<file path="src/rtl/dmem_arbiter_pkg.sv">
// dmem_arb_pkg
// Shared definitions for the data-memory arbiter of the 16-bit MIPS
// computer: the arbiter state encoding and the default widths/limits that
// the computer top and the arbiter agree on.
//   DMEM_N        - data/address width of the CPU data port
//   DEF_WAIT_MAX  - cycles the host may be blocked before a forced grant
//   DEF_BURST_MAX - host accesses allowed per grant while the CPU waits
package dmem_arb_pkg;

  localparam int DMEM_N        = 16;
  localparam int DEF_WAIT_MAX  = 4;
  localparam int DEF_BURST_MAX = 8;

  // Memory port owner. S_CPU is the reset/default owner.
  typedef enum logic {
    S_CPU  = 1'b0,
    S_HOST = 1'b1
  } arb_state_t;

endpackage

</file>
<file path="src/rtl/dmem_arbiter_if.sv">
// dmem_arbiter_if
// Bundles the three sides of the data-memory arbiter: the CPU load/store
// port, the host (loader/DMA/debug) port and the single dmem port.
//   slave  - seen by the arbiter: takes requests, drives acks/stall/memory
//   master - seen by the environment (CPU, host and dmem together)
interface dmem_arbiter_if import dmem_arb_pkg::*; #(
  parameter int N = DMEM_N
);

  logic         cpu_req;
  logic         cpu_we;
  logic [N-1:0] cpu_addr;
  logic [N-1:0] cpu_wdata;
  logic [N-1:0] cpu_rdata;
  logic         cpu_stall;

  logic         host_req;
  logic         host_we;
  logic [N-1:0] host_addr;
  logic [N-1:0] host_wdata;
  logic         host_ack;
  logic [N-1:0] host_rdata;

  logic         mem_we;
  logic [N-1:0] mem_addr;
  logic [N-1:0] mem_wdata;
  logic [N-1:0] mem_rdata;

  logic         grant_host;

  modport slave (
    input  cpu_req, cpu_we, cpu_addr, cpu_wdata,
    output cpu_rdata, cpu_stall,
    input  host_req, host_we, host_addr, host_wdata,
    output host_ack, host_rdata,
    output mem_we, mem_addr, mem_wdata,
    input  mem_rdata,
    output grant_host
  );

  modport master (
    output cpu_req, cpu_we, cpu_addr, cpu_wdata,
    input  cpu_rdata, cpu_stall,
    output host_req, host_we, host_addr, host_wdata,
    input  host_ack, host_rdata,
    input  mem_we, mem_addr, mem_wdata,
    output mem_rdata,
    input  grant_host
  );

endinterface

</file>
<file path="src/rtl/dmem_arbiter.sv">
// dmem_arbiter
// Shares the single-port data memory between the CPU load/store port and
// the host port. The CPU owns the memory by default; a saturating wait
// counter forces a host grant after WAIT_MAX blocked cycles, and a
// saturating burst counter hands the port back to a waiting CPU after
// BURST_MAX host accesses.
//   clk   - rising-edge clock
//   reset - synchronous, active-high
//   bus   - dmem_arbiter_if.slave: CPU port, host port, dmem port, grant
module dmem_arbiter import dmem_arb_pkg::*; #(
  parameter int N         = DMEM_N,
  parameter int WAIT_MAX  = DEF_WAIT_MAX,
  parameter int BURST_MAX = DEF_BURST_MAX
) (
  input  logic            clk,
  input  logic            reset,
  dmem_arbiter_if.slave   bus
);

  localparam int WAIT_W  = $clog2(WAIT_MAX + 1);
  localparam int BURST_W = $clog2(BURST_MAX + 1);

  localparam logic [WAIT_W-1:0]  WAIT_LAST  = WAIT_W'(WAIT_MAX - 1);
  localparam logic [WAIT_W-1:0]  WAIT_TOP   = WAIT_W'(WAIT_MAX);
  localparam logic [BURST_W-1:0] BURST_LAST = BURST_W'(BURST_MAX - 1);
  localparam logic [BURST_W-1:0] BURST_TOP  = BURST_W'(BURST_MAX);

  arb_state_t         state_q, state_d;
  logic [WAIT_W-1:0]  waitCnt_q, waitCnt_d;
  logic [BURST_W-1:0] burstCnt_q, burstCnt_d;
  logic [N-1:0]       hostRdata_q;

  logic hostOwn;
  logic hostAck;

  // Next-state logic. In S_CPU the wait counter measures how long the host
  // has been shut out by CPU traffic; it only runs while both sides want the
  // port. In S_HOST the burst counter only advances on accesses that actually
  // hold the CPU up, so an idle CPU lets the host stream indefinitely.
  always_comb begin
    state_d    = state_q;
    waitCnt_d  = waitCnt_q;
    burstCnt_d = burstCnt_q;
    case (state_q)
      S_CPU: begin
        burstCnt_d = '0;
        if (bus.host_req && (!bus.cpu_req || waitCnt_q == WAIT_LAST)) begin
          state_d   = S_HOST;
          waitCnt_d = '0;
        end else if (bus.host_req) begin
          if (waitCnt_q != WAIT_TOP) begin
            waitCnt_d = waitCnt_q + WAIT_W'(1);
          end
        end else begin
          waitCnt_d = '0;
        end
      end
      S_HOST: begin
        waitCnt_d = '0;
        if (bus.host_req && !(bus.cpu_req && burstCnt_q == BURST_LAST)) begin
          state_d = S_HOST;
          if (bus.cpu_req && burstCnt_q != BURST_TOP) begin
            burstCnt_d = burstCnt_q + BURST_W'(1);
          end
        end else begin
          state_d    = S_CPU;
          burstCnt_d = '0;
        end
      end
      default: begin
        state_d    = S_CPU;
        waitCnt_d  = '0;
        burstCnt_d = '0;
      end
    endcase
  end

  // Output muxes. Reset is folded into ownership so that during the reset
  // cycle the port falls back to the CPU fields with writes, acks and stalls
  // all suppressed, even when a host burst was in flight.
  always_comb begin
    hostOwn        = (state_q == S_HOST) && !reset;
    hostAck        = hostOwn && bus.host_req;
    bus.grant_host = hostOwn;
    bus.host_ack   = hostAck;
    bus.cpu_stall  = hostOwn && bus.cpu_req;
    bus.cpu_rdata  = bus.mem_rdata;
    bus.host_rdata = hostRdata_q;
    if (hostOwn) begin
      bus.mem_we    = bus.host_req && bus.host_we;
      bus.mem_addr  = bus.host_addr;
      bus.mem_wdata = bus.host_wdata;
    end else begin
      bus.mem_we    = bus.cpu_req && bus.cpu_we && !reset;
      bus.mem_addr  = bus.cpu_addr;
      bus.mem_wdata = bus.cpu_wdata;
    end
  end

  // State, counters and the host read-data register. dmem reads are
  // combinational, so host read data is captured at the end of the ack
  // cycle and stays put until the next host read.
  always_ff @(posedge clk) begin
    if (reset) begin
      state_q     <= S_CPU;
      waitCnt_q   <= '0;
      burstCnt_q  <= '0;
      hostRdata_q <= '0;
    end else begin
      state_q    <= state_d;
      waitCnt_q  <= waitCnt_d;
      burstCnt_q <= burstCnt_d;
      if (hostAck && !bus.host_we) begin
        hostRdata_q <= bus.mem_rdata;
      end
    end
  end

endmodule
</file>
<file path="src/flat_wrapper.sv">
// flat-port wrapper written by rule: the top's interface ports become plain ports
module dmem_arbiter_flat import dmem_arb_pkg::*;
#(
  parameter int N         = DMEM_N,
  parameter int WAIT_MAX  = DEF_WAIT_MAX,
  parameter int BURST_MAX = DEF_BURST_MAX
)
  (clk, reset, bus_cpu_req, bus_cpu_we, bus_cpu_addr, bus_cpu_wdata, bus_cpu_rdata, bus_cpu_stall, bus_host_req, bus_host_we, bus_host_addr, bus_host_wdata, bus_host_ack, bus_host_rdata, bus_mem_we, bus_mem_addr, bus_mem_wdata, bus_mem_rdata, bus_grant_host);
  dmem_arbiter_if #(.N(N)) bus_i ();
  input  logic clk;
  input  logic reset;
  input wire logic [$bits(bus_i.cpu_req)-1:0] bus_cpu_req;
  input wire logic [$bits(bus_i.cpu_we)-1:0] bus_cpu_we;
  input wire logic [$bits(bus_i.cpu_addr)-1:0] bus_cpu_addr;
  input wire logic [$bits(bus_i.cpu_wdata)-1:0] bus_cpu_wdata;
  output wire logic [$bits(bus_i.cpu_rdata)-1:0] bus_cpu_rdata;
  output wire logic [$bits(bus_i.cpu_stall)-1:0] bus_cpu_stall;
  input wire logic [$bits(bus_i.host_req)-1:0] bus_host_req;
  input wire logic [$bits(bus_i.host_we)-1:0] bus_host_we;
  input wire logic [$bits(bus_i.host_addr)-1:0] bus_host_addr;
  input wire logic [$bits(bus_i.host_wdata)-1:0] bus_host_wdata;
  output wire logic [$bits(bus_i.host_ack)-1:0] bus_host_ack;
  output wire logic [$bits(bus_i.host_rdata)-1:0] bus_host_rdata;
  output wire logic [$bits(bus_i.mem_we)-1:0] bus_mem_we;
  output wire logic [$bits(bus_i.mem_addr)-1:0] bus_mem_addr;
  output wire logic [$bits(bus_i.mem_wdata)-1:0] bus_mem_wdata;
  input wire logic [$bits(bus_i.mem_rdata)-1:0] bus_mem_rdata;
  output wire logic [$bits(bus_i.grant_host)-1:0] bus_grant_host;
  assign bus_i.cpu_req = bus_cpu_req;
  assign bus_i.cpu_we = bus_cpu_we;
  assign bus_i.cpu_addr = bus_cpu_addr;
  assign bus_i.cpu_wdata = bus_cpu_wdata;
  assign bus_cpu_rdata = bus_i.cpu_rdata;
  assign bus_cpu_stall = bus_i.cpu_stall;
  assign bus_i.host_req = bus_host_req;
  assign bus_i.host_we = bus_host_we;
  assign bus_i.host_addr = bus_host_addr;
  assign bus_i.host_wdata = bus_host_wdata;
  assign bus_host_ack = bus_i.host_ack;
  assign bus_host_rdata = bus_i.host_rdata;
  assign bus_mem_we = bus_i.mem_we;
  assign bus_mem_addr = bus_i.mem_addr;
  assign bus_mem_wdata = bus_i.mem_wdata;
  assign bus_i.mem_rdata = bus_mem_rdata;
  assign bus_grant_host = bus_i.grant_host;
  dmem_arbiter #(.N(N), .WAIT_MAX(WAIT_MAX), .BURST_MAX(BURST_MAX)) u_core (.clk(clk), .reset(reset), .bus(bus_i));
endmodule
</file>
<file path="config.mk">
export PLATFORM = sky130hd
export DESIGN_NAME = dmem_arbiter_flat
export DESIGN_NICKNAME = d
export VERILOG_FILES = /design/src/rtl/dmem_arbiter_pkg.sv /design/src/rtl/dmem_arbiter_if.sv /design/src/rtl/dmem_arbiter.sv /design/src/flat_wrapper.sv
export SDC_FILE = /design/constraint.sdc
export NUM_CORES = 1
export LEC_CHECK = 0
export CORE_MARGIN = 4
export CORE_UTILIZATION = 28
export CTS_BUF_LIST = sky130_fd_sc_hd__clkbuf_8
export DETAILED_ROUTE_END_ITERATION = 8
export GPL_TIMING_DRIVEN = 0
export PLACE_DENSITY = 0.88
export SLEW_MARGIN = 20
export SYNTH_ARGS = -nofsm -noshare
export SYNTH_HDL_FRONTEND = slang
export SYNTH_SLANG_ARGS = --single-unit
export TNS_END_PERCENT = 30
</file>
<file path="constraint.sdc">
create_clock -name clk -period 1.5 [get_ports clk]
set_input_delay 0.375 -clock clk [delete_from_list [all_inputs] [get_ports clk]]
set_output_delay 0.375 -clock clk [all_outputs]
set_load 0.01 [all_outputs]
</file>
* Yosys cells after proc, flatten, opt, wreduce, memory -nomap -nowiden
Index checks and enable logic that the tools add are counted.
Widths: inputs -> output; s select.
** Storage, ports and cells
- Register bits :: 24
- Input bits :: 86
- Logic and storage cells :: 42
** Cells by class
- Add/sub/neg operators :: 2
- Equality and inequality tests :: 6
- Muxes and demuxes :: 13
- Bitwise operators :: 1
- Reduce and logical (&&, ||, !) cells :: 16
** Operator list (number)
- $mux 16 :: 2
- $logic_and 1x1->1 :: 11
- $mux 3 :: 3
- $mux 4 :: 2
- $pmux 4 s2 :: 1
- $ne 3x3->1 const B :: 2
- $pmux 3 s2 :: 1
- $add 4x1->4 const B :: 1
- $eq 4x3->1 const B :: 1
- $logic_not 1->1 :: 4
- $ne 4x2->1 const B :: 1
- $ne 4x4->1 const B :: 1
- $add 3x1->3 const B :: 1
- $eq 3x2->1 const B :: 1
- $mux 1 :: 3
- $pmux 1 s2 :: 1
- $logic_or 1x1->1 :: 1
- $not 1->1 :: 1

* Longest topological paths before layout
Gate-level depths: netlist (run 1).
- Depth in word-level cells :: 6
- Gate-level depth with buffers :: 6

* Worst setup path before layout (run 1)
OpenSTA, ideal clock, no wires.
- Path kind :: reg-to-reg
- Start :: register u_core.waitCnt_q[0]
- End :: register u_core.waitCnt_q[1]
- Arrival time :: 1.407 ns
- Required time :: 1.430 ns
- Path slack :: 0.023 ns
- Stages on the path, launching flop included :: 6
- Path through :: dfxtp_1 ha_1 ha_1 nand2b_1 or4b_1 a21oi_1
** Between the ends
- Word-level cells in the longest chain between the ends :: 5
- Elaborated cells on any way between the ends :: 10
- Those cells by class :: add/sub: 1; eq/ne: 3; mux: 4; reduce/logical: 2
** RTL lines
- from (decl) :: line dmem_arbiter.sv:29 : logic [WAIT_W-1:0] waitCnt_q, waitCnt_d;
- from (signal assigned) :: line dmem_arbiter.sv:111 : waitCnt_q <= waitCnt_d;
- $add 3x1->3 or $eq 3x2->1 (tied branches) :: line dmem_arbiter.sv:52, dmem_arbiter.sv:47
- $mux 3 or $logic_or 1x1->1 (tied branches) :: line dmem_arbiter.sv:51, dmem_arbiter.sv:47
- $mux 3 or $logic_and 1x1->1 (tied branches) :: line dmem_arbiter.sv:50, dmem_arbiter.sv:47
- $mux 3 :: line dmem_arbiter.sv:47 : if (bus.host_req && (!bus.cpu_req || waitCnt_q == WAIT_LAST)) begin
- $pmux 3 s2 :: line dmem_arbiter.sv:44 : case (state_q)
Several ways; a longest one is shown, not always the timed one. The select of a mux whose other input is x is not followed.
A chain may end at the register's enable or synchronous reset.

* Worst setup path after layout (run 1)
- Start :: register u_core.state_q
- End :: output bus_mem_wdata[11]
** Between the ends
- Word-level cells in the longest chain between the ends :: 2
** RTL lines
- from (decl) :: line dmem_arbiter.sv:28 : arb_state_t state_q, state_d;
- from (signal assigned) :: line dmem_arbiter.sv:110 : state_q <= state_d;
- $logic_and 1x1->1 :: line dmem_arbiter.sv:82 : hostOwn = (state_q == S_HOST) && !reset;
- $mux 16 :: line dmem_arbiter.sv:89 : if (hostOwn) begin
- to (decl) :: line flat_wrapper.sv:26 : output wire logic [$bits(bus_i.mem_wdata)-1:0] bus_mem_wdata;
No other way between the ends.

==> results of run 1 <==
## logic make-up (layout without fill, tap and decap cells)
| kind of cell | Yosys count | count (layout) | share of synthesized area (%) |
|---|---|---|---|
| buffers and inverters | 37 | 199 | 14.43 |
| and+or+nand+nor | 154 | 154 | 40.03 |
| xor gates and xnor gates | 2 | 2 | 1.086 |
| AOI/OAI and AO/OA | 26 | 26 | 10.78 |
| DFF | 24 | 24 | 29.79 |
| adders and majority gates | 5 | 5 | 3.879 |
## sequential cells by signal (all words and copies together), names as in the netlist
name and cells:
u_core.bus.host_rdata 16, u_core.burstCnt_q 4, u_core.state_q 1, u_core.waitCnt_q 3
## synthesized netlist by cell type (4+ instances only)
master and instances:
ha_1 5, inv_1 6, dfxtp_1 24, buf_4 18, nand2_1 130, buf_2 7, a21oi_1 12, nand3_1 5
a21oi_2 10, nor2_1 4
## stage by stage
| stage | cell area, um2 | hold WS (ns) | setup TNS (ns) | std cells | total power, mW |
|---|---|---|---|---|---|
| 2_1_floorplan | 1613 | 0.4592 | 0 | 248 | 0.8618 |
| 3_3_place_gp | 3224 | 0.4420 | -53.05 | 472 | 1.302 |
| 3_5_place_dp | 3224 | 0.4514 | -53.54 | 472 | 1.309 |
| 4_1_cts | 3319 | 0.4436 | -3.763 | 481 | 1.679 |
| 5_1_grt | 3422 | 0.4654 | -5.855 | 482 | 1.774 |
| 6_report | 3422 | 0.4564 | -3.613 | 482 | 1.688 |
## metal layers
layer | routed length, um | global-route usage [%] | part of all wire (%)
met1 | 2838 | 22.38 | 39
met5 | 0 | 0 | 0
met3 | 536 | 4.442 | 7.3
met2 | 3796 | 37.82 | 52
met4 | 187 | 6.871 | 2.5
## layout make-up
cell class	instances	share of cell area, %
repair buffers	158	41.21
multi-input cells	187	30.38
flip-flops and latches	24	14.22
plain buffers	30	9.104
well taps	72	2.633
clock buffers	3	1.207
inverters	7	0.9872
repair inverters	1	0.2559
## power breakdown
part	total [mW]	internal [mW]	leakage (nW)	switching, mW
sequential	0.648	0.643	0.195	0.00469
clock	0.367	0.179	0.0216	0.188
combinational	0.673	0.407	1.37	0.267
## repair_timing
item	CTS	global route
setup endpoints to repair	87	49
setup buffers	2	1
endpoints found under the hold margin	0	0
cloned	4	0
pin swaps	19	2
resized for setup	273	28
## worst max-delay path by stage
stage                                           startpoint                          endpoint  cells after the start
after floorplan           u_core.waitCnt_q[0]$_SDFFE_PP0P_  u_core.waitCnt_q[1]$_SDFFE_PP0P_                      5
after global placement                               reset                  bus_mem_wdata[3]                      7
after global routing             u_core.state_q$_SDFF_PP0_                 bus_mem_wdata[12]                      6
after CTS                        u_core.state_q$_SDFF_PP0_                   bus_mem_addr[6]                      7
after detailed placement                             reset                  bus_mem_addr[12]                      7
final                            u_core.state_q$_SDFF_PP0_                 bus_mem_wdata[11]                      7
## worst reg2reg max path, delay by kind of cell, from the launching register on
kind | cells | cell delay [ns]
and+or+nand+nor | 2 | 0.64
adders and majority gates | 2 | 0.33
DFF | 1 | 0.34
AOI/OAI and AO/OA | 1 | 0.12
==> out/metrics.yaml, run 1 <==
status: "finished with violations"
violations: "negative setup slack"
final.setup_skew_ns: 0.001975
synth-seq-cells: 24
min_path_type: "flip-flop to flip-flop"
async_flop_share_pct: 0
areaGrowthSynthToFinish_pct: 112.2
finalSetupViolCount: 34
cp-start-kind: "flip-flop"
grt_first_pass_wirelength_um: 11630
hold_viol: 0
drc: 0
rsz0062_at_grt: "yes"
clk_path_buf_depth: 2
r2r-start: "u_core.waitCnt_q[0]$_SDFFE_PP0P_"
cap_violations: 0
power_density_nw_per_um2: 493.2
num_antenna_cells: 0
rows: 27
place_ws_ns: -1.216
worst_path_largest_cell_delay_ns: 0.36
slew_violations: 0
grt_pass1_vias: 2341
path_buf_inv: 4
wl_per_cell_um: 15.27
drt-initial-drc-count: 69
ff2ff_path_depth: 5
rr_endpoint: "u_core.waitCnt_q[1]$_SDFFE_PP0P_"
vias: 2185
fillerInstances: 481
layout_setup_ws_ns: -0.1487
clkTransAtPathRegs_ns: 0.08
numCtsBuffers: 3
p_leak_nw: 1.584
synth_top_area_cell: "nand2_1"
worstSetupEndpointType: "output port"
drtPass1Iterations: 4
root_buffer: "clkbuf_8"
yosys_warnings: 0
grt_max_degree: 13
routed_wl_um: 7359
antenna_found_initial: 0
yosysTopAreaCellShare_pct: 30.26
antenna_left: 0
hold_depth: 2
insertion_delay_ns: 0.26
max_freq_mhz: 606.5
cts_tree: "done"
ys_types: 29
syn_area_um2: 1613
ctsHoldBuffers: 0
critPathTopFamily: "buffers and inverters"
multiInputGateArea_um2: 1040
cpMaxStageDelayCell: "dfxtp_4"
cts.sinks: 24
synth_fp_nets: 339
finalCriticalPeriod_ns: 1.649
ir_drop_mv: 0.3718
htreeDepth: 1
dieArea_um2: 7038
crit_fanout: 7
yosys-top-cells-area: "nand2_1, dfxtp_1, buf_4, a21oi_2, ha_1"
core_um2: 5540
tightest_slew_ns: 0.2113
worstSetupPathType: "flip-flop to output port"
ys_seq_area_share_pct: 29.79
die_w_um: 83.90
initial_utilization_pct: 29.11
cp.required_ns: 1.12
numPortBuffers: 152
crit_chain: "nand2b_4 > buf_12 > inv_8 > buf_6 > nand2_2 > nand2_1 > buf_2"
gp_congestion: 0.9915
synth_edf_count: 0
layout_commonest_cell: "nand2_1"
final-seq-area_um2: 486.7
nets: 503
drive_gt1_share_pct: 37.32
hp-start: "u_core.bus.host_rdata[1]$_SDFFE_PP0P_"
hold_path_end: "u_core.bus.host_rdata[1]$_SDFFE_PP0P_"
final_cell_mix: "nand2_1, clkdlybuf4s50_1, buf_4, nand2_2, buf_2"
syn_area_per_cell_um2: 6.503
die_y_um: 83.90
dominantRegCellSynth: "dfxtp_1"
arrival_ns: 1.27
final_core_util_pct: 61.77
rrSetupSlack_ns: 0
dp_hpwl_um: 5611
io_pins: 154
slew-limit-headroom_pct: 85.71
period_share_pct: 109.9
grt-ovfl-total: 0
grtUsageTotal_pct: 20.26
routed_via_density: 4.533
synthCells: 248
(Power assumes the default switching activity.)
==> inputs of run 2 (changes only) <==
--- a/config.mk
+++ b/config.mk
@@ -5,6 +5,7 @@
 export SDC_FILE = /design/constraint.sdc
 export NUM_CORES = 1
 export LEC_CHECK = 0
+export CORE_ASPECT_RATIO = 0.9
 export CORE_MARGIN = 4
 export CORE_UTILIZATION = 28
 export CTS_BUF_LIST = sky130_fd_sc_hd__clkbuf_8
==> out/metrics.yaml, run 2 (synthesis gave the netlist of run 1 again) <==
finalSetupViolCount: 37  # was 34
rsz0062_at_grt: "yes"  # unchanged
rr_endpoint: "u_core.waitCnt_q[2]$_SDFFE_PP0P_"  # was u_core.waitCnt_q[1]$_SDFFE_PP0P_
routed_via_density: 4.526  # was 4.533
final_area_um2: 3338  # was 3422 um2
power_frac_seq_pct: 37.8  # was 38.4%
htreeDepth: 1  # unchanged
grtUsageTotal_pct: 17.55  # was 20.26%
drive_gt1_share_pct: 32.44  # was 37.32%
rrSetupSlack_ns: -0.04  # was 0 ns
dp_hpwl_um: 5144  # was 5611 um
gp_congestion: 0.7748  # was 0.9915
ff2ff_path_depth: 5  # unchanged
finalCriticalPeriod_ns: 1.639  # was 1.649 ns
final.setup_skew_ns: 0.004869  # was 0.001975 ns
min_path_type: "input pin to flip-flop"  # was flip-flop to flip-flop
place_ws_ns: -1.241  # was -1.216 ns
worstSetupPathType: "flip-flop to output port"  # unchanged
core_um2: 5411  # was 5540 um2
switchingPower_mw: 0.4504  # was 0.4593 mW
clkTransAtPathRegs_ns: 0.08  # about the same
initial_utilization_pct: 29.80  # was 29.11%
cts_tree: "done"  # unchanged
num_antenna_cells: 0  # unchanged
arrival_ns: 1.26  # was 1.27 ns
ir_drop_mv: 0.3879  # was 0.3718 mV
cp.required_ns: 1.12  # about the same
antenna_left: 0  # unchanged
crit_fanout: 7  # unchanged
p_int_mw: 1.264  # was 1.229 mW
p_leak_nw: 1.576  # was 1.584 nW
grt_pass1_vias: 2184  # was 2341
drt-initial-drc-count: 35  # was 69
r2r-start: "u_core.waitCnt_q[0]$_SDFFE_PP0P_"  # unchanged
hold_depth: 3  # was 2
drc: 0  # unchanged
slew_violations: 0  # unchanged
violations: "negative setup slack"  # unchanged
drtPass1Iterations: 4  # unchanged
die_w_um: 88  # was 83.90 um
grt-ovfl-total: 0  # unchanged
place_area_um2: 3218  # was 3224 um2
hp-start: "bus_cpu_req"  # was u_core.bus.host_rdata[1]$_SDFFE_PP0P_
max_freq_mhz: 610.0  # was 606.5 MHz
final_core_util_pct: 61.69  # was 61.77%
root_buffer: "clkbuf_8"  # unchanged
hold_path_end: "u_core.burstCnt_q[1]$_SDFFE_PP0P_"  # was u_core.bus.host_rdata[1]$_SDFFE_PP0P_
grt_first_pass_wirelength_um: 9984  # was 11630 um
worstSetupEndpointType: "output port"  # unchanged
status: "finished with violations"  # unchanged
grt_max_degree: 14  # was 13
layout_commonest_cell: "nand2_1"  # unchanged
totalPowerFinal_mw: 1.714  # was 1.688 mW
insertion_delay_ns: 0.27  # was 0.26 ns
period_share_pct: 109.3  # was 109.9%
largest_register_ff_count: 16  # unchanged
dieArea_um2: 7040  # was 7038 um2
clkPwrFrac_pct: 25.5  # was 21.7%
combPwrFrac_pct: 36.7  # was 39.9%
die_y_um: 80  # was 83.90 um
cts.sinks: 24  # unchanged
cp-start-kind: "flip-flop"  # unchanged
numCtsBuffers: 3  # unchanged
final_cell_mix: "nand2_1, clkdlybuf4s50_1, buf_4, buf_2, dfxtp_1"  # was nand2_1, clkdlybuf4s50_1, buf_4, nand2_2, buf_2
swShare_pct: 26.27  # was 27.21%
slew-limit-headroom_pct: 82.04  # was 85.71%
layout_setup_ws_ns: -0.1393  # was -0.1487 ns
worst_path_largest_cell_delay_ns: 0.36  # about the same
cpMaxStageDelayCell: "dfxtp_4"  # unchanged
wl_per_cell_um: 13.91  # was 15.27 um
areaGrowthSynthToFinish_pct: 107.0  # was 112.2%
nets: 502  # was 503
antenna_found_initial: 0  # unchanged
rows: 25  # was 27
cap_violations: 0  # unchanged
vias: 2159  # was 2185
crit_chain: "nand2b_4 > buf_12 > inv_8 > buf_6 > nand2_2 > nand2_1 > buf_2"  # unchanged
hold_viol: 0  # unchanged
clk_path_buf_depth: 2  # unchanged
routed_wl_um: 6637  # was 7359 um
tightest_slew_ns: 0.2655  # was 0.2113 ns
fillerInstances: 501  # was 481
holdWs_ns: 0.4492  # was 0.4564 ns
power_density_nw_per_um2: 513.6  # was 493.2 nW/um2
numPortBuffers: 152  # unchanged
io_pins: 154  # unchanged
## run 2: changes by cell type in the layout (fill, tap and decap cells not counted), moves of 4 or more
cell,before,now
nand2_2,33,21
buf_2,25,30
buf_6,19,15
buf_4,40,35
nand2_1,98,112
## run 2: stage by stage
stage	instances	TNS (ns)
6_report	477	-3.852
5_1_grt	477	-5.913
4_1_cts	477	-4.208
3_5_place_dp	467	-54.62
3_3_place_gp	467	-53.53
2_1_floorplan	248	0
## run 2: worst max-delay path by stage
stage,from,endpoint,slack (ns),depth (start not counted)
after floorplan,u_core.waitCnt_q[0]$_SDFFE_PP0P_,u_core.waitCnt_q[1]$_SDFFE_PP0P_,0.02,5
after global placement,reset,bus_mem_addr[3],-1.24,7
after detailed placement,reset,bus_mem_wdata[6],-1.24,7
after CTS,u_core.state_q$_SDFF_PP0_,bus_mem_addr[6],-0.14,7
after global routing,u_core.state_q$_SDFF_PP0_,bus_mem_addr[6],-0.19,7
final,u_core.state_q$_SDFF_PP0_,bus_mem_wdata[11],-0.14,7
## run 2: cell type report
| cell class | instances | area [um2] | share of cell area [%] |
|---|---|---|---|
| multi-input cells | 187 | 982.2 | 29.42 |
| repair buffers | 157 | 1381 | 41.38 |
| inverters | 7 | 33.78 | 1.012 |
| well taps | 67 | 83.83 | 2.511 |
| plain buffers | 30 | 310.3 | 9.295 |
| repair inverters | 1 | 6.256 | 0.1874 |
| clock buffers | 4 | 55.05 | 1.649 |
| flip-flops and latches | 24 | 485.5 | 14.54 |
## run 2: power groups by stage
stage / clock network (mW) / logic [mW] / registers [mW]
2_1_floorplan: 0 / 0.196 / 0.665
3_3_place_gp: 0 / 0.630 / 0.664
3_5_place_dp: 0 / 0.638 / 0.665
4_1_cts: 0.443 / 0.622 / 0.648
5_1_grt: 0.470 / 0.675 / 0.649
6_report: 0.437 / 0.630 / 0.648
## run 2: repair_timing
action	CTS	global route
setup endpoints to repair	87	49
resized for setup	261	10
hold buffers	0	0
pin swaps	19	1
setup buffers	2	0
gates cloned	4	0
## run 2: worst max-delay path: cells and delay by family, from the launching register on
family,cells,cell delay (ns)
buffers and inverters,4,0.47
DFF,1,0.36
and+or+nand+nor,3,0.16
## run 2: metal layers
metal	vias up	global-route usage [%]	part of all wire (%)
met5	-	0	0
met4	0	4.755	1.2
met3	9	6.605	13
met2	117	33.81	50
met1	950	17.22	36
li1	1083	-	-
==> inputs of run 3 (changes only) <==
--- a/config.mk
+++ b/config.mk
@@ -7,11 +7,11 @@
 export LEC_CHECK = 0
 export CORE_ASPECT_RATIO = 0.9
 export CORE_MARGIN = 4
-export CORE_UTILIZATION = 28
+export CORE_UTILIZATION = 31
 export CTS_BUF_LIST = sky130_fd_sc_hd__clkbuf_8
 export DETAILED_ROUTE_END_ITERATION = 8
 export GPL_TIMING_DRIVEN = 0
-export PLACE_DENSITY = 0.88
+export PLACE_DENSITY_LB_ADDON = 0.12
 export SLEW_MARGIN = 20
 export SYNTH_ARGS = -nofsm -noshare
 export SYNTH_HDL_FRONTEND = slang
==> constraint.sdc (replaced) <==
create_clock -name clk -period 1.7 [get_ports clk]
set_input_delay 0.425 -clock clk [delete_from_list [all_inputs] [get_ports clk]]
set_output_delay 0.425 -clock clk [all_outputs]
set_load 0.01 [all_outputs]
==> out/metrics.yaml, run 3 (synthesis gave the netlist of run 1 again) <==
status: "finished with violations"  # unchanged
violations: "negative setup slack"  # unchanged
final.setup_skew_ns: 0.007691  # was 0.004869 ns
grt_max_degree: 14  # unchanged
hold_viol: 0  # unchanged
grt_pass1_vias: 1972  # was 2184
final_cell_mix: "nand2_1, clkdlybuf4s50_1, buf_4, buf_2, dfxtp_1"  # unchanged
wl_per_cell_um: 13.57  # was 13.91 um
layout_commonest_cell: "nand2_1"  # unchanged
tightest_slew_ns: 0.2504  # was 0.2655 ns
r2r-start: "u_core.waitCnt_q[0]$_SDFFE_PP0P_"  # unchanged
areaGrowthSynthToFinish_pct: 108.0  # was 107.0%
fin_setup_tns_ns: -0.3990  # was -3.852 ns
arrival_ns: 1.33  # was 1.26 ns
insertion_delay_ns: 0.27  # about the same
root_buffer: "clkbuf_8"  # unchanged
grt-ovfl-total: 0  # unchanged
final_area_um2: 3354  # was 3338 um2
ff2ff_path_depth: 5  # unchanged
grtUsageTotal_pct: 19.17  # was 17.55%
numPortBuffers: 152  # unchanged
nets: 504  # was 502
dp_hpwl_um: 5047  # was 5144 um
antenna_found_initial: 0  # unchanged
io_pins: 154  # unchanged
fillerInstances: 471  # was 501
drc: 0  # unchanged
cp.required_ns: 1.27  # was 1.12 ns
rrSetupSlack_ns: 0.09  # was -0.04 ns
num_antenna_cells: 0  # unchanged
routed_via_density: 4.415  # was 4.526
final_core_util_pct: 68.11  # was 61.69%
cp-start-kind: "flip-flop"  # unchanged
worst_path_largest_cell_delay_ns: 0.36  # about the same
initial_utilization_pct: 32.75  # was 29.80%
cts.sinks: 24  # unchanged
dieArea_um2: 6422  # was 7040 um2
rr_endpoint: "u_core.waitCnt_q[1]$_SDFFE_PP0P_"  # was u_core.waitCnt_q[2]$_SDFFE_PP0P_
final-seq-area_um2: 484.2  # was 485.5 um2
multiInputGateArea_um2: 973.4  # was 982.2 um2
crit_chain: "nand2b_4 > buf_6 > buf_8 > nand2_2 > nand2_1 > buf_2"  # was nand2b_4 > buf_12 > inv_8 > buf_6 > nand2_2 > nand2_1 > buf_2
antenna_left: 0  # unchanged
min_path_type: "input pin to flip-flop"  # unchanged
clkTransAtPathRegs_ns: 0.09  # was 0.08 ns
slew-limit-headroom_pct: 83.08  # was 82.04%
numCtsBuffers: 3  # unchanged
slew_violations: 0  # unchanged
critPathTopFamily: "buffers and inverters"  # unchanged
ir_drop_mv: 0.3640  # was 0.3879 mV
drt-initial-drc-count: 56  # was 35
drive_gt1_share_pct: 31.80  # was 32.44%
crit_end: "bus_mem_wdata[5]"  # was bus_mem_wdata[11]
rows: 24  # was 25
finalCriticalPeriod_ns: 1.758
routed_wl_um: 6473  # was 6637 um
vias: 2106  # was 2159
htreeDepth: 1  # unchanged
hold_depth: 3  # unchanged
cts_tree: "done"  # unchanged
place_area_um2: 3216  # was 3218 um2
largest_register_ff_count: 16  # unchanged
path_buf_inv: 3  # was 4
cp.depth: 6  # was 7
power_density_nw_per_um2: 455.0  # was 513.6 nW/um2
drtPass1Iterations: 4  # unchanged
p_leak_nw: 1.513  # was 1.576 nW
max_freq_mhz: 568.8
startpoint: "u_core.state_q$_SDFF_PP0_"  # unchanged
cpMaxStageDelayCell: "dfxtp_4"  # unchanged
holdWs_ns: 0.4536  # was 0.4492 ns
grt_first_pass_wirelength_um: 10310  # was 9984 um
finalSetupViolCount: 12  # was 37
worstSetupEndpointType: "output port"  # unchanged
gp_congestion: 0.8173  # was 0.7748
crit_fanout: 8  # was 7
period_share_pct: 103.4
rsz0062_at_grt: "yes"  # unchanged
die_y_um: 76.43  # was 80 um
worstSetupPathType: "flip-flop to output port"  # unchanged
cap_violations: 0  # unchanged
layout_setup_ws_ns: -0.05809  # was -0.1393 ns
ctsHoldBuffers: 0  # unchanged
clk_path_buf_depth: 2  # unchanged
core_um2: 4925  # was 5411 um2
die_w_um: 84.03  # was 88 um
==> run 3: changes by cell type in the layout (fill, tap and decap cells not counted), moves of 4 or more <==
cell	previous run	this run
clkdlybuf4s50_1	80	97
dlygate4sd2_1	18	1
buf_2	30	24
clkbuf_2	1	6
buf_4	35	39
buf_8	0	4
==> run 3: worst register-to-register path, delay by kind of cell, from the launching register on <==
| kind | cells | cell delay, ns |
|---|---|---|
| AOI/OAI and AO/OA | 1 | 0.12 |
| adders and majority gates | 2 | 0.40 |
| DFF | 1 | 0.35 |
| and+or+nand+nor | 2 | 0.68 |
==> run 3: routing by layer <==
| layer | share of wire (%) | up-vias | global-route usage (%) |
|---|---|---|---|
| li1 | - | 1093 | - |
| met1 | 41 | 913 | 22.83 |
| met2 | 49 | 91 | 33.83 |
| met3 | 8.3 | 9 | 5.622 |
| met4 | 1.4 | 0 | 4.019 |
| met5 | 0 | - | 0 |
==> run 3: layout make-up <==
class,instances,share of cell area [%]
clock buffers,4,1.641
plain buffers,29,8.131
well taps,65,2.424
multi-input cells,187,29.02
inverters,7,1.007
repair inverters,1,0.3357
flip-flops and latches,24,14.43
repair buffers,160,43.01
==> run 3: worst min path at each step <==
stage	start	endpoint	slack, ns
finish	reset	u_core.waitCnt_q[2]$_SDFFE_PP0P_	0.45
global route	reset	u_core.waitCnt_q[1]$_SDFFE_PP0P_	0.46
CTS	u_core.bus.host_rdata[2]$_SDFFE_PP0P_	u_core.bus.host_rdata[2]$_SDFFE_PP0P_	0.46
detailed placement	u_core.bus.host_rdata[5]$_SDFFE_PP0P_	u_core.bus.host_rdata[5]$_SDFFE_PP0P_	0.45
global placement	u_core.bus.host_rdata[2]$_SDFFE_PP0P_	u_core.bus.host_rdata[2]$_SDFFE_PP0P_	0.44
floorplan	u_core.waitCnt_q[1]$_SDFFE_PP0P_	u_core.waitCnt_q[1]$_SDFFE_PP0P_	0.46
==> run 3: through the flow <==
step	power, mW	std cells	setup WS [ns]
4_1_cts	1.516	477	-0.09167
5_1_grt	1.609	477	-0.1170
3_3_place_gp	1.138	465	-1.116
3_5_place_dp	1.147	465	-1.148
6_report	1.526	477	-0.05809
2_1_floorplan	0.7604	248	0.1537
==> run 3: where the power goes <==
| part | internal [mW] | switching (mW) | leakage (nW) |
|---|---|---|---|
| registers | 0.567 | 0.00440 | 0.194 |
| clock network | 0.207 | 0.184 | 0.0288 |
| logic | 0.350 | 0.214 | 1.29 |
==> run 3: repair_timing <==
| action | CTS | global route |
|---|---|---|
| setup endpoints to repair | 52 | 36 |
| buffers inserted | 3 | 2 |
| gates cloned | 5 | 0 |
| pin swaps | 10 | 10 |
| gates resized for setup | 209 | 39 |
| hold endpoints to repair | 0 | 0 |
